**src/rtl/program_loader.sv**
```systemverilog
// Boot loader: takes a length-prefixed byte stream, packs little-endian words into
// instruction memory, and keeps the core in reset until the last word is written.
module program_loader #(
    parameter int unsigned memory_depth = 64,
    parameter logic [31:0] base_address = 32'h0000_0000
) (
    input  logic        clk,
    input  logic        reset,
    input  logic        start_load,
    input  logic        byte_valid,
    input  logic [7:0]  byte_data,
    output logic        byte_ready,
    output logic        imem_we,
    output logic [31:0] imem_addr,
    output logic [31:0] imem_wdata,
    output logic        cpu_reset,
    output logic        busy,
    output logic        done,
    output logic        error
);

    // Handshake: a byte moves on a rising edge where byte_valid && byte_ready;
    // the source holds byte_data until then, and byte_ready never depends on inputs.
    typedef enum logic [2:0] {
        S_IDLE, S_HDR_LO, S_HDR_HI, S_CHECK, S_DATA, S_WRITE, S_RUN, S_ERROR
    } state_t;

    state_t      state_q, state_d;
    logic [15:0] count_q, count_d;
    logic [15:0] index_q, index_d;
    logic [1:0]  lane_q, lane_d;
    logic [23:0] partial_q, partial_d;
    logic [31:0] addr_q, addr_d;
    logic [31:0] wdata_q, wdata_d;
    logic        xfer;

    assign byte_ready = (state_q == S_HDR_LO) || (state_q == S_HDR_HI) || (state_q == S_DATA);
    assign xfer       = byte_valid && byte_ready;
    assign imem_we    = (state_q == S_WRITE);
    assign imem_addr  = addr_q;
    assign imem_wdata = wdata_q;
    assign busy       = (state_q == S_HDR_LO) || (state_q == S_HDR_HI) || (state_q == S_CHECK)
                     || (state_q == S_DATA) || (state_q == S_WRITE);
    assign done       = (state_q == S_RUN);
    assign error      = (state_q == S_ERROR);
    assign cpu_reset  = (state_q != S_RUN);

    always_comb begin
        state_d   = state_q;
        count_d   = count_q;
        index_d   = index_q;
        lane_d    = lane_q;
        partial_d = partial_q;
        addr_d    = addr_q;
        wdata_d   = wdata_q;
        case (state_q)
            S_IDLE, S_RUN, S_ERROR: begin
                if (start_load) state_d = S_HDR_LO;
            end
            S_HDR_LO: begin
                if (xfer) begin
                    count_d[7:0] = byte_data;
                    state_d      = S_HDR_HI;
                end
            end
            S_HDR_HI: begin
                if (xfer) begin
                    count_d[15:8] = byte_data;
                    state_d       = S_CHECK;
                end
            end
            S_CHECK: begin
                if ((count_q == 16'd0) || ({16'd0, count_q} > 32'(memory_depth))) begin
                    state_d = S_ERROR;
                end else begin
                    index_d = 16'd0;
                    lane_d  = 2'd0;
                    state_d = S_DATA;
                end
            end
            S_DATA: begin
                if (xfer) begin
                    if (lane_q == 2'd3) begin
                        // Address and data are latched here so they are stable for the whole WRITE cycle.
                        wdata_d = {byte_data, partial_q};
                        addr_d  = base_address + {14'd0, index_q, 2'b00};
                        lane_d  = 2'd0;
                        state_d = S_WRITE;
                    end else begin
                        partial_d[{lane_q, 3'b000} +: 8] = byte_data;
                        lane_d = lane_q + 2'd1;
                    end
                end
            end
            S_WRITE: begin
                index_d = index_q + 16'd1;
                state_d = (index_d == count_q) ? S_RUN : S_DATA;
            end
            default: state_d = S_IDLE;
        endcase
    end

    always_ff @(posedge clk) begin
        if (reset) begin
            state_q   <= S_IDLE;
            count_q   <= 16'd0;
            index_q   <= 16'd0;
            lane_q    <= 2'd0;
            partial_q <= 24'd0;
            addr_q    <= base_address;
            wdata_q   <= 32'd0;
        end else begin
            state_q   <= state_d;
            count_q   <= count_d;
            index_q   <= index_d;
            lane_q    <= lane_d;
            partial_q <= partial_d;
            addr_q    <= addr_d;
            wdata_q   <= wdata_d;
        end
    end

endmodule

```
**config.mk**
```make
export PLATFORM = sky130hd
export DESIGN_NAME = program_loader
export DESIGN_NICKNAME = d
export VERILOG_FILES = /design/src/rtl/program_loader.sv
export SDC_FILE = /design/constraint.sdc
export NUM_CORES = 1
export LEC_CHECK = 0
export ABC_AREA = 1
export BUFFER_PORTS_ARGS = -buffer_cell sky130_fd_sc_hd__buf_4
export CAP_MARGIN = 20
export CORE_MARGIN = 1.5
export CORE_UTILIZATION = 30
export CTS_BUF_LIST = sky130_fd_sc_hd__clkbuf_4
export DETAILED_ROUTE_END_ITERATION = 10
export PLACE_DENSITY = 0.5
export SKIP_LAST_GASP = 1
export SLEW_MARGIN = 5
export SYNTH_ARGS = -nofsm -noshare
export SYNTH_HDL_FRONTEND = slang
export SYNTH_SLANG_ARGS = --single-unit
```
**constraint.sdc**
```tcl
create_clock -name clk -period 1.5 [get_ports clk]
set_input_delay 0.15 -clock clk [delete_from_list [all_inputs] [get_ports clk]]
set_output_delay 0.15 -clock clk [all_outputs]
set_load 0.1 [all_outputs]
```
# After elaboration in Yosys (flattened, before gate mapping)

Cells that the tools add are included.

Add/sub/neg operators: 3
Magnitude comparators: 1
Equality and inequality tests: 16
Shift-type cells: 2
Multiplexer cells: 15
Bitwise logic cells: 1
Reduce and logical (&&, ||, !) cells: 19

Operators with widths:

| cell                                                                    | number |
|---|---|
| 16-bit one-hot mux with 2 select lines                                  | 1 |
| 24-bit bitwise mux                                                      | 1 |
| 8-bit by 7-bit variable shift with 24-bit output (first input constant) | 1 |
| 8-bit by 7-bit indexed part select with 24-bit output                   | 1 |
| 3-bit one-hot mux with 6 select lines                                   | 1 |
| 16-bit by 1-bit adder with 16-bit output (second input constant)        | 1 |
| 16-bit == test                                                          | 1 |
| 16-bit by 7-bit > comparator with 1-bit output (second input constant)  | 1 |
| 16-bit logical NOT                                                      | 1 |
| 16-bit 2-to-1 mux                                                       | 1 |
| 3-bit 2-to-1 mux                                                        | 5 |
| 3-bit == test (second input constant)                                   | 4 |
| 2-bit 2-to-1 mux                                                        | 5 |
| 2-bit inequality test (second input constant)                           | 5 |
| 3-bit AND reduction                                                     | 3 |
| 5-bit negation with 7-bit output                                        | 1 |
| 3-bit by 2-bit == test with 1-bit output (second input constant)        | 2 |
| 1-bit logical OR                                                        | 6 |
| 2-bit AND reduction                                                     | 3 |
| 5-bit AND reduction                                                     | 1 |
| 2-bit one-hot mux with 2 select lines                                   | 1 |
| 2-bit nonzero test                                                      | 2 |
| 3-bit by 1-bit == test with 1-bit output (second input constant)        | 1 |
| 3-bit logical NOT                                                       | 1 |
| other kinds (7)                                                         | 7 |

Register bits after elaboration: 109
Bits of input ports: 12
Output and inout port bits: 70

# Depth between registers and ports, before layout

Depth after elaboration: 6
Gate-level depth with buffers: 15
Gate-level depth less buffers: 15

# Least setup slack after synthesis

No wires, ideal clock.

Path kind: flip-flop to output port
From: reg state_q[2]
To: out error
Arrival time: 2610 ps
Path slack: -1260 ps
Cell stages (with the launch flop): 3
Buffers on the path: 0
Cells stage by stage: dfxtp_1 inv_1 nor3_1

Cells in the longest elaborated chain, start to end: 1

Ends and longest elaborated chain:

| what                     | line | RTL |
|---|---|---|
| start: declaration       | 28   | `state_t state_q, state_d;` |
| start signal: assignment | 113  | `state_q <= state_d;` |
| 3-bit == test            | 45   | `assign error = (state_q == S_ERROR);` |
| end: declaration         | 19   | `output logic error` |

No other way between the ends.

# Worst setup path in the final report

From: reg state_q[1]
To: out busy

Cells in the longest elaborated chain, start to end: 5
Elaborated cells between the ends (all ways): 9
Classes of those cells: eq/ne (5); reduce/logical (4)

Ends and longest elaborated chain:

| what                                                                                                 | line | RTL |
|---|---|---|
| 3-bit by 1-bit == test with 1-bit output or 3-bit by 2-bit == test with 1-bit output (tied branches) | 42   | `assign busy = (state_q == S_HDR_LO) \|\| (state_q == S_HDR_HI) \|\| (state_q == S_CHECK)` |
| 1-bit logical OR (2 in a row)                                                                        | 42   |  |
| 1-bit logical OR                                                                                     | 43   | `\|\| (state_q == S_DATA) \|\| (state_q == S_WRITE);` |
| 1-bit logical OR (*)                                                                                 | 43   |  |
| end: declaration                                                                                     | 17   | `output logic busy,` |

Every way passes the cells marked *; elsewhere a longest branch is shown, timed or not.

==> out/qor.txt <==
GRT overflow = 0
Max Slew Vio Count = 0
Crit path time final = 1.98 ns
Clk sinks = 109
Post-layout nets = 930
RePlAce Congestion = 0.840
CTS buffer count = 9
Core region area = 0.0165 mm²
R2r endpoint = imem_wdata[31]$_SDFFE_PP0P_
Clock skew = 0.0161 ns
Hold WC Path Type = input pin to flop
Final TNS setup = -16.79 ns
CP endpoint kind = primary output
Initial DRC count = 322
Seq/Total Area, Yosys = 43.4%
Final setup fails = 98
Clock slew at reported path FFs = 0.18 ns
Worst R2R Path Depth = 12
First drt pass iteration count = 5
Worst setup path start = state_q[1]$_SDFFE_PP0P_
Largest net degree at the start of global routing = 73
FMAX = 0.506 GHz
Async S/R FF share, synth = 0%
Post-synthesis area per instance = 7.05 µm²
Violated checks = setup timing
Synthesis-to-finish area growth = 68.3%
Pre-CTS WS = -0.275 ns
Startpoint types = flop
LEAKAGE = 3.41 nW
Peak supply drop = 0.405 mV
Worst min-delay path endpoint = count_q[12]$_SDFFE_PP0P_
IO buf count = 65
Top cells by area, synth = dfxtp_1, a21oi_1, nand2_1, nand3_1, nor2_1
Library cells used by synthesis = 29
Status = finished with violations
Fin. Hold Viols = 0
Post-Syn Area = 0.00503 mm²
Initial antenna violation count = 1
Warnings from Yosys = 0
Synth area leader = dfxtp_1
Tcrit/Tclk final = 132%
Worst EP arrival = 1.83 ns
Total GRT Usage = 20.7%
Worst-path maximum fanout = 5
Worst EP required = 1.35 ns
Setup CP Type = flop to primary output
H-tree Lvls = 3
Power per cell area = 687 mW/mm²
ANT nets after route = 0
Via-to-Cell Ratio = 4.85
Yosys reg bits = 109
CTS root buffer = clkbuf_4
Share of cells above drive strength 1 = 47.8%
I/O pin count = 82
Area fraction of the dominant cell type after synthesis = 43.4%
Max-Cap Viols = 0
Clk buf depth = 2
DRC viols = 0
EDFF count, synth = 0
Vias in the first global route = 5649
PnR worst setup slack = -0.477 ns
Most used DFF post-synth = dfxtp_1
HP Start = byte_data[4]
DR WL/cell = 15.9 µm
RSZ-0062 raised after global routing = yes
Synth Instances = 714
Flop-to-flop setup slack = -0.29 ns
First-pass GRT wire length = 28900 µm
Starting Density = 30.6%
DIE WIDTH = 133 µm
Clk Latency, worst-skew pair = 0.50 ns
CTS tree = done
WL final = 18000 µm
Die Ht = 133 µm
RR Startpoint = state_q[0]$_SDFFE_PP0P_
Row count = 47
Worst hold path stage count = 3
HPWL Detailed = 10400 µm
Die Area = 0.0176 mm²
Vias = 5508
## worst max-delay path by stage
stage / end / slack [ns] / cells after the start
6_report: busy / -0.48 / 6
2_1_floorplan: busy / -0.15 / 4
3_3_place_gp: state_q[1]$_SDFFE_PP0P_ / -0.24 / 15
5_1_grt: busy / -0.55 / 6
4_1_cts: busy / -0.50 / 7
3_5_place_dp: state_q[1]$_SDFFE_PP0P_ / -0.27 / 15
## logic make-up after synthesis
family,count (synthesis),synth area share (%)
AOI/OAI and AO/OA,138,13.9
xor gates and xnor gates,5,1.14
adders and majority gates,8,1.99
buffers and inverters,97,8.60
DFF,109,43.4
other,1,0.0745
and+or+nand+nor,356,30.9
## placed cells by master (no fill, tap or decap), drive strengths merged
| cell | count |
|---|---|
| dfxtp | 109 |
| nand4 | 10 |
| bufbuf | 1 |
| nor2 | 94 |
| clkinvlp | 2 |
| nand3 | 82 |
| ha | 8 |
| xnor2 | 2 |
| dlygate4sd3 | 1 |
| or3 | 1 |
| buf | 214 |
| xor2 | 2 |
| inv | 51 |
| o21ai | 24 |
| clkinv | 3 |
| or2 | 2 |
| conb | 16 |
| a21oi | 112 |
| xnor3 | 1 |
| nand3b | 4 |
| nor3 | 12 |
| a211oi | 2 |
| clkbuf | 11 |
| diode | 1 |
| nand2 | 151 |
## registers in the layout, indices dropped and copies added, names as in the netlist
| register | cells |
|---|---|
| index_q | 16 |
| state_q | 3 |
| count_q | 16 |
| imem_wdata | 32 |
| partial_q | 24 |
| imem_addr | 16 |
| lane_q | 2 |
## per-layer routing
metal	track usage [%]	part of all wire, %
met2	33.3	48
met1	26.5	45
met3	4.02	4.1
met4	10.7	3.5
met5	0	0
## where the power goes
part	switching (mW)	internal (mW)
clock	1.05	0.385
combinational	0.850	0.540
sequential	0.0466	2.95
total	1.94	3.87
## cell usage after synthesis, types with 2 or more instances
cell and n:
inv_1 50, or2_2 2, o21ai_0 21, nand4_1 10
ha_1 8, clkbuf_1 21, buf_2 7, nand3b_1 4
xnor2_1 2, dfxtp_1 109, a21oi_1 111, nand2_2 2
a211oi_1 2, buf_4 16, xor2_1 2, nor3_1 12
o21ai_1 3, nand3_1 82, nor2_4 5, nand2_1 148
nor2_1 87, nor2_2 2, buf_1 2
## metrics by stage
step / std cells / utilization, % / power [mW] / instance area, µm² / hold slack [ns]
detailed placement: 1062 / 39.3 / 4.12 / 6470 / 0.454
finish: 1136 / 51.4 / 5.82 / 8470 / 0.0364
global placement: 1062 / 39.3 / 4.11 / 6470 / 0.452
global route: 1136 / 51.4 / 6.06 / 8470 / 0.0519
floorplan: 729 / - / 3.78 / 5180 / 0.345
CTS: 1135 / 49.2 / 5.76 / 8100 / 0.00711
## repair_timing
action,4_1_cts,5_1_grt
pin swaps,75,38
buffers inserted,45,6
cloned,16,1
hold endpoints to repair,18,0
resized for setup,224,104
setup endpoints to repair,88,115
hold buffers,1,0
## worst max-delay path, stage by stage, from the launching register on
cell	delay (ns)
dfxtp_4	0.45
nor2_4	0.06
buf_4	0.14
nand2_4	0.07
nand3_4	0.07
or3_4	0.35
buf_12	0.18
## layout make-up
type | instances | area, µm²
clock inverter | 5 | 35.0
inverter | 51 | 225
tap | 220 | 275
fill | 1567 | 8000
sequential | 109 | 2210
multi-input combinational | 523 | 3370
clock buffer | 11 | 82.6
timing repair buffer | 216 | 2260
antenna | 1 | 2.50
No activity file was read; power rests on OpenSTA's default activity.
